File: src/rtl/mux_sel_pkg.sv
// Shared constants for the round-robin mux-select arbiter: state encoding,
// source indices and a one-hot helper.
package mux_sel_pkg;

    localparam int N_SRC = 4;

    typedef logic [1:0] src_idx_t;

    localparam src_idx_t SRC_A = 2'd0;
    localparam src_idx_t SRC_B = 2'd1;
    localparam src_idx_t SRC_C = 2'd2;
    localparam src_idx_t SRC_D = 2'd3;

    typedef enum logic {
        ST_IDLE  = 1'b0,
        ST_GRANT = 1'b1
    } arb_state_e;

    function automatic logic [N_SRC-1:0] src_onehot(input src_idx_t idx);
        logic [N_SRC-1:0] oh;
        oh      = '0;
        oh[idx] = 1'b1;
        return oh;
    endfunction

endpackage

File: src/rtl/rr_pick4.sv
// Combinational round-robin pick over four requesters; the search starts just
// after `last`, so the previous winner is always the lowest priority.
module rr_pick4
    import mux_sel_pkg::*;
(
    input  logic [N_SRC-1:0] req,
    input  src_idx_t         last,
    output src_idx_t         winner,
    output logic             any
);

    always_comb begin
        src_idx_t idx;
        winner = last;
        any    = 1'b0;
        idx    = last;
        for (int i = 1; i <= N_SRC; i++) begin
            idx = last + src_idx_t'(i);
            if (!any && req[idx]) begin
                winner = idx;
                any    = 1'b1;
            end
        end
    end

endmodule

File: src/rtl/rr_mux_sel_arbiter.sv
// Round-robin arbiter driving the registered select and one-hot grant of a
// 4:1 mux tree; tenures end on done, request drop or hold-limit expiry.
module rr_mux_sel_arbiter
    import mux_sel_pkg::*;
#(
    parameter int MAX_HOLD = 8,
    parameter int HOLD_W   = 4
) (
    input  logic             clk,
    input  logic             rst_n,
    input  logic [N_SRC-1:0] req,
    input  logic             done,
    output logic [1:0]       sel,
    output logic [N_SRC-1:0] gnt,
    output logic             gnt_valid
);

    arb_state_e        state_q, state_d;
    src_idx_t          sel_q, sel_d;
    src_idx_t          last_q, last_d;
    logic [N_SRC-1:0]  gnt_q, gnt_d;
    logic [HOLD_W-1:0] hold_q, hold_d;

    src_idx_t pick_winner;
    logic     pick_any;
    logic     hold_at_max;
    logic     rel;
    logic     load;

    rr_pick4 u_pick (
        .req    (req),
        .last   (last_q),
        .winner (pick_winner),
        .any    (pick_any)
    );

    assign hold_at_max = (hold_q == HOLD_W'(MAX_HOLD));
    // Any of the three end-of-tenure causes collapses into one release.
    assign rel = done | ~req[sel_q] | hold_at_max;

    always_comb begin
        state_d = state_q;
        sel_d   = sel_q;
        gnt_d   = gnt_q;
        last_d  = last_q;
        hold_d  = hold_q;
        load    = 1'b0;

        unique case (state_q)
            ST_IDLE: begin
                if (pick_any) begin
                    load = 1'b1;
                end
            end
            ST_GRANT: begin
                if (rel) begin
                    if (pick_any) begin
                        load = 1'b1;
                    end else begin
                        state_d = ST_IDLE;
                        gnt_d   = '0;
                        hold_d  = '0;
                    end
                end else begin
                    hold_d = hold_q + HOLD_W'(1);
                end
            end
            default: begin
                state_d = ST_IDLE;
                gnt_d   = '0;
                hold_d  = '0;
            end
        endcase

        if (load) begin
            state_d = ST_GRANT;
            sel_d   = pick_winner;
            gnt_d   = src_onehot(pick_winner);
            last_d  = pick_winner;
            hold_d  = HOLD_W'(1);
        end
    end

    // last resets to SRC_D so the first search after reset begins at SRC_A.
    always_ff @(posedge clk or negedge rst_n) begin
        if (!rst_n) begin
            state_q <= ST_IDLE;
            sel_q   <= SRC_A;
            gnt_q   <= '0;
            last_q  <= SRC_D;
            hold_q  <= '0;
        end else begin
            state_q <= state_d;
            sel_q   <= sel_d;
            gnt_q   <= gnt_d;
            last_q  <= last_d;
            hold_q  <= hold_d;
        end
    end

    assign sel       = sel_q;
    assign gnt       = gnt_q;
    assign gnt_valid = (state_q == ST_GRANT);

    a_valid_matches_gnt: assert property (
        @(posedge clk) disable iff (!rst_n) gnt_valid == (|gnt_q));
    a_gnt_onehot: assert property (
        @(posedge clk) disable iff (!rst_n) $onehot0(gnt_q));
    a_hold_bounded: assert property (
        @(posedge clk) disable iff (!rst_n) hold_q <= HOLD_W'(MAX_HOLD));
    a_sel_stable_idle: assert property (
        @(posedge clk) disable iff (!rst_n) !gnt_valid |=> (!gnt_valid -> $stable(sel_q)));

endmodule

File: config.mk
export PLATFORM = sky130hd
export DESIGN_NAME = rr_mux_sel_arbiter
export DESIGN_NICKNAME = d
export VERILOG_FILES = /design/src/rtl/mux_sel_pkg.sv /design/src/rtl/rr_pick4.sv /design/src/rtl/rr_mux_sel_arbiter.sv
export SDC_FILE = /design/constraint.sdc
export NUM_CORES = 1
export LEC_CHECK = 0
export ABC_AREA = 1
export ABC_CLOCK_PERIOD_IN_PS = 1700
export BUFFER_PORTS_ARGS = -buffer_cell sky130_fd_sc_hd__buf_2
export CORE_UTILIZATION = 45
export DETAILED_ROUTE_END_ITERATION = 7
export MAX_ROUTING_LAYER = met4
export PLACE_DENSITY = 0.69
export SYNTH_ARGS = -nofsm -noshare
export SYNTH_HDL_FRONTEND = slang
export SYNTH_SLANG_ARGS = --single-unit
File: constraint.sdc
create_clock -name clk -period 1.7 [get_ports clk]
set_clock_uncertainty 0.15 [all_clocks]
set_input_delay 0.34 -clock clk [delete_from_list [all_inputs] [get_ports clk]]
set_output_delay 0.34 -clock clk [all_outputs]
set_load 0.03 [all_outputs]
==> impl_metrics.json <==
{
  "track_usage": 0.215,
  "synth_xor_xnor_area_share": 0.0172,
  "grt_pass1_wl_um": 3850,
  "grt_max_degree": 14,
  "cap_violations": 0,
  "ff_latch_area_sq_um": 328,
  "first_global_vias": 928,
  "ys_ff_latch": 13,
  "htreeDepth": 1,
  "outcome": "finished, violations left",
  "cts_tree": "built",
  "finalSetupViolCount": 12,
  "multiInputGateArea_sq_um": 733,
  "syn_to_final_growth_pct": 43.0,
  "syn_area_per_cell_sq_um": 7.53,
  "finalHoldViolCount": 0,
  "die-area_sq_mm": 0.00245,
  "clk_latency_ps": 290,
  "fp-row-count": 16,
  "synth_warnings": 0,
  "fin_ws_ps": -275,
  "synth_fa_ha_area_frac": 0.0246,
  "io_pins": 14,
  "n_fill_cell": 160,
  "dp_hpwl_um": 1700,
  "rsz0062_at_grt": "yes",
  "synthCells": 135,
  "ys_seq_area_frac": 0.323,
  "hold_path_class": "input port to async pin",
  "vias_per_cell": 5.14,
  "drt_iter0_drc": 34,
  "layout.nets": 185,
  "fin_crit_sh": 1.16,
  "path_max_fanout": 8,
  "crit_path_start_kind": "register",
  "synth.distinct_cells": 24,
  "drt.antenna.violating_nets": 0,
  "cts.sinks": 13,
  "drt_first_pass_iters": 4,
  "cts_made_buffers": 3,
  "vias": 1038,
  "synthMuxAreaShare": 0,
  "die_width_um": 49.5,
  "drive_above_1_share": 0.497,
  "num_antenna_cells": 0,
  "finalHoldWorstSlack_ps": 314,
  "clock-root-buffer": "clkbuf_4",
  "arrival_ps": 2010,
  "maxSlewViolCount": 0,
  "final_common_cell": "nand2_1",
  "worstPathRequired_ps": 1740,
  "clock.fmax_ghz": 0.506,
  "antenna_found_initial": 0,
  "tightest_slew_ps": 302,
  "final.setup.tns_ps": -2640,
  "cts_buffer_depth": 2,
  "wl_per_cell_um": 13.2,
  "gr-total-overflow": 0,
  "clk_pin_slew_ps": 80,
  "die_height_um": 49.5,
  "place_congestion": 0.854,
  "core_sq_mm": 0.00204,
  "end_kind": "register",
  "yosys.area_share.simple": 0.504,
  "critPathKind": "register to register",
  "violations": "setup timing",
  "period_needed_ps": 1980,
  "start_util": 0.498,
  "drc": 0,
  "syn_area_sq_mm": 0.00102,
  "maxSlewHeadroom": 0.799,
  "synth_compound_area_frac": 0.0567,
  "portBuffers": 13,
  "synth_top_family_by_area": "simple AND/OR/NAND/NOR gates",
  "drt-total-wl_um": 2680,
  "synth_fp_nets": 144,
  "layout_common_cells": "nand2_1 (37), buf_4 (21), nand2_4 (16), nand3_1 (16), nand2_2 (14)"
}
==> cell families (layout without fill, tap and decap cells) <==
logic type | count (synthesis) | after routing
buffers and inverters | 15 | 55
DFF | 13 | 13
adders and majority gates | 2 | 2
xor gates and xnor gates | 2 | 2
AOI/OAI and AO/OA | 10 | 10
and+or+nand+nor | 93 | 93
==> path summary, 6_finish.rpt <==
kind,from,end,slack (ps),cells after the start
worst max-delay path,last_q[0]$_DFFE_PN1P_,sel[1]$_DFFE_PN0P_,-280,11
worst min-delay path,rst_n,hold_q[3]$_DFFE_PN0P_,310,2
worst max register to register,last_q[0]$_DFFE_PN1P_,sel[1]$_DFFE_PN0P_,-280,11
worst min register to register,gnt[3]$_DFFE_PN0P_,gnt[3]$_DFFE_PN0P_,360,2
max in group asynchronous,rst_n,last_q[0]$_DFFE_PN1P_,800,2
min in group clk,gnt[3]$_DFFE_PN0P_,gnt[3]$_DFFE_PN0P_,360,2
==> metrics by stage <==
| stage | area (sq um) | utilization | std cells | worst slack (ps) |
|---|---|---|---|---|
| 3_5_place_dp | 1210 | 0.594 | 188 | -176 |
| 6_report | 1450 | 0.711 | 202 | -275 |
| 2_1_floorplan | 1020 | - | 135 | -33.1 |
| 4_1_cts | 1340 | 0.656 | 199 | -170 |
| 3_3_place_gp | 1210 | 0.594 | 188 | -132 |
| 5_1_grt | 1450 | 0.711 | 202 | -356 |
==> per-layer routing <==
| metal | share of wire | vias to the layer above | GRT usage |
|---|---|---|---|
| met1 | 0.40 | 498 | 0.234 |
| met3 | 0.029 | 11 | 0.0370 |
| met5 | 0 | - | - |
| met2 | 0.53 | 21 | 0.388 |
| li1 | - | 508 | - |
| met4 | 0.038 | 0 | 0.0857 |
==> worst max-delay path: stages, from the launching register on <==
cell,delay [ps]
dfstp_2,680
inv_8,100
nand2_4,90
nand2_2,60
nand2_2,90
nand2_4,80
nor2_8,140
nand3_4,150
nand2_8,150
inv_8,50
nand2_4,80
nand2_1,50
==> cells in the mapped netlist (all sizes together) <==
cell | count | area share
nand2 | 69 | 0.33
nand3 | 19 | 0.12
inv | 14 | 0.064
dfrtp | 11 | 0.27
o21ai | 9 | 0.052
nor2 | 4 | 0.043
dfstp | 2 | 0.052
ha | 2 | 0.025
a21oi | 1 | 0.0049
buf | 1 | 0.011
nand3b | 1 | 0.0074
xnor2 | 1 | 0.0086
xor2 | 1 | 0.0086
==> flip-flops by register name, summed over array words and instances, names as in the netlist <==
register   count
gnt            4
hold_q         4
last_q         2
sel            2
gnt_valid      1
==> final cells by class <==
type	count	area share
multi-input cells	107	0.505
flip-flops and latches	13	0.226
repair buffers	37	0.182
inverters	14	0.0465
well taps	27	0.0233
clock buffers	4	0.0181
==> what timing repair did <==
| action | CTS | global route |
|---|---|---|
| pin swaps | 0 | 2 |
| cloned | 0 | 0 |
| gates resized for setup | 9 | 21 |
| setup buffers | 6 | 3 |
| hold endpoints to repair | 11 | 0 |
| endpoints found under the setup margin | 12 | 12 |
| hold buffers | 1 | 0 |
Power is not shown: default switching activity piles up to over one toggle a cycle in this logic, so the estimate is an artifact.
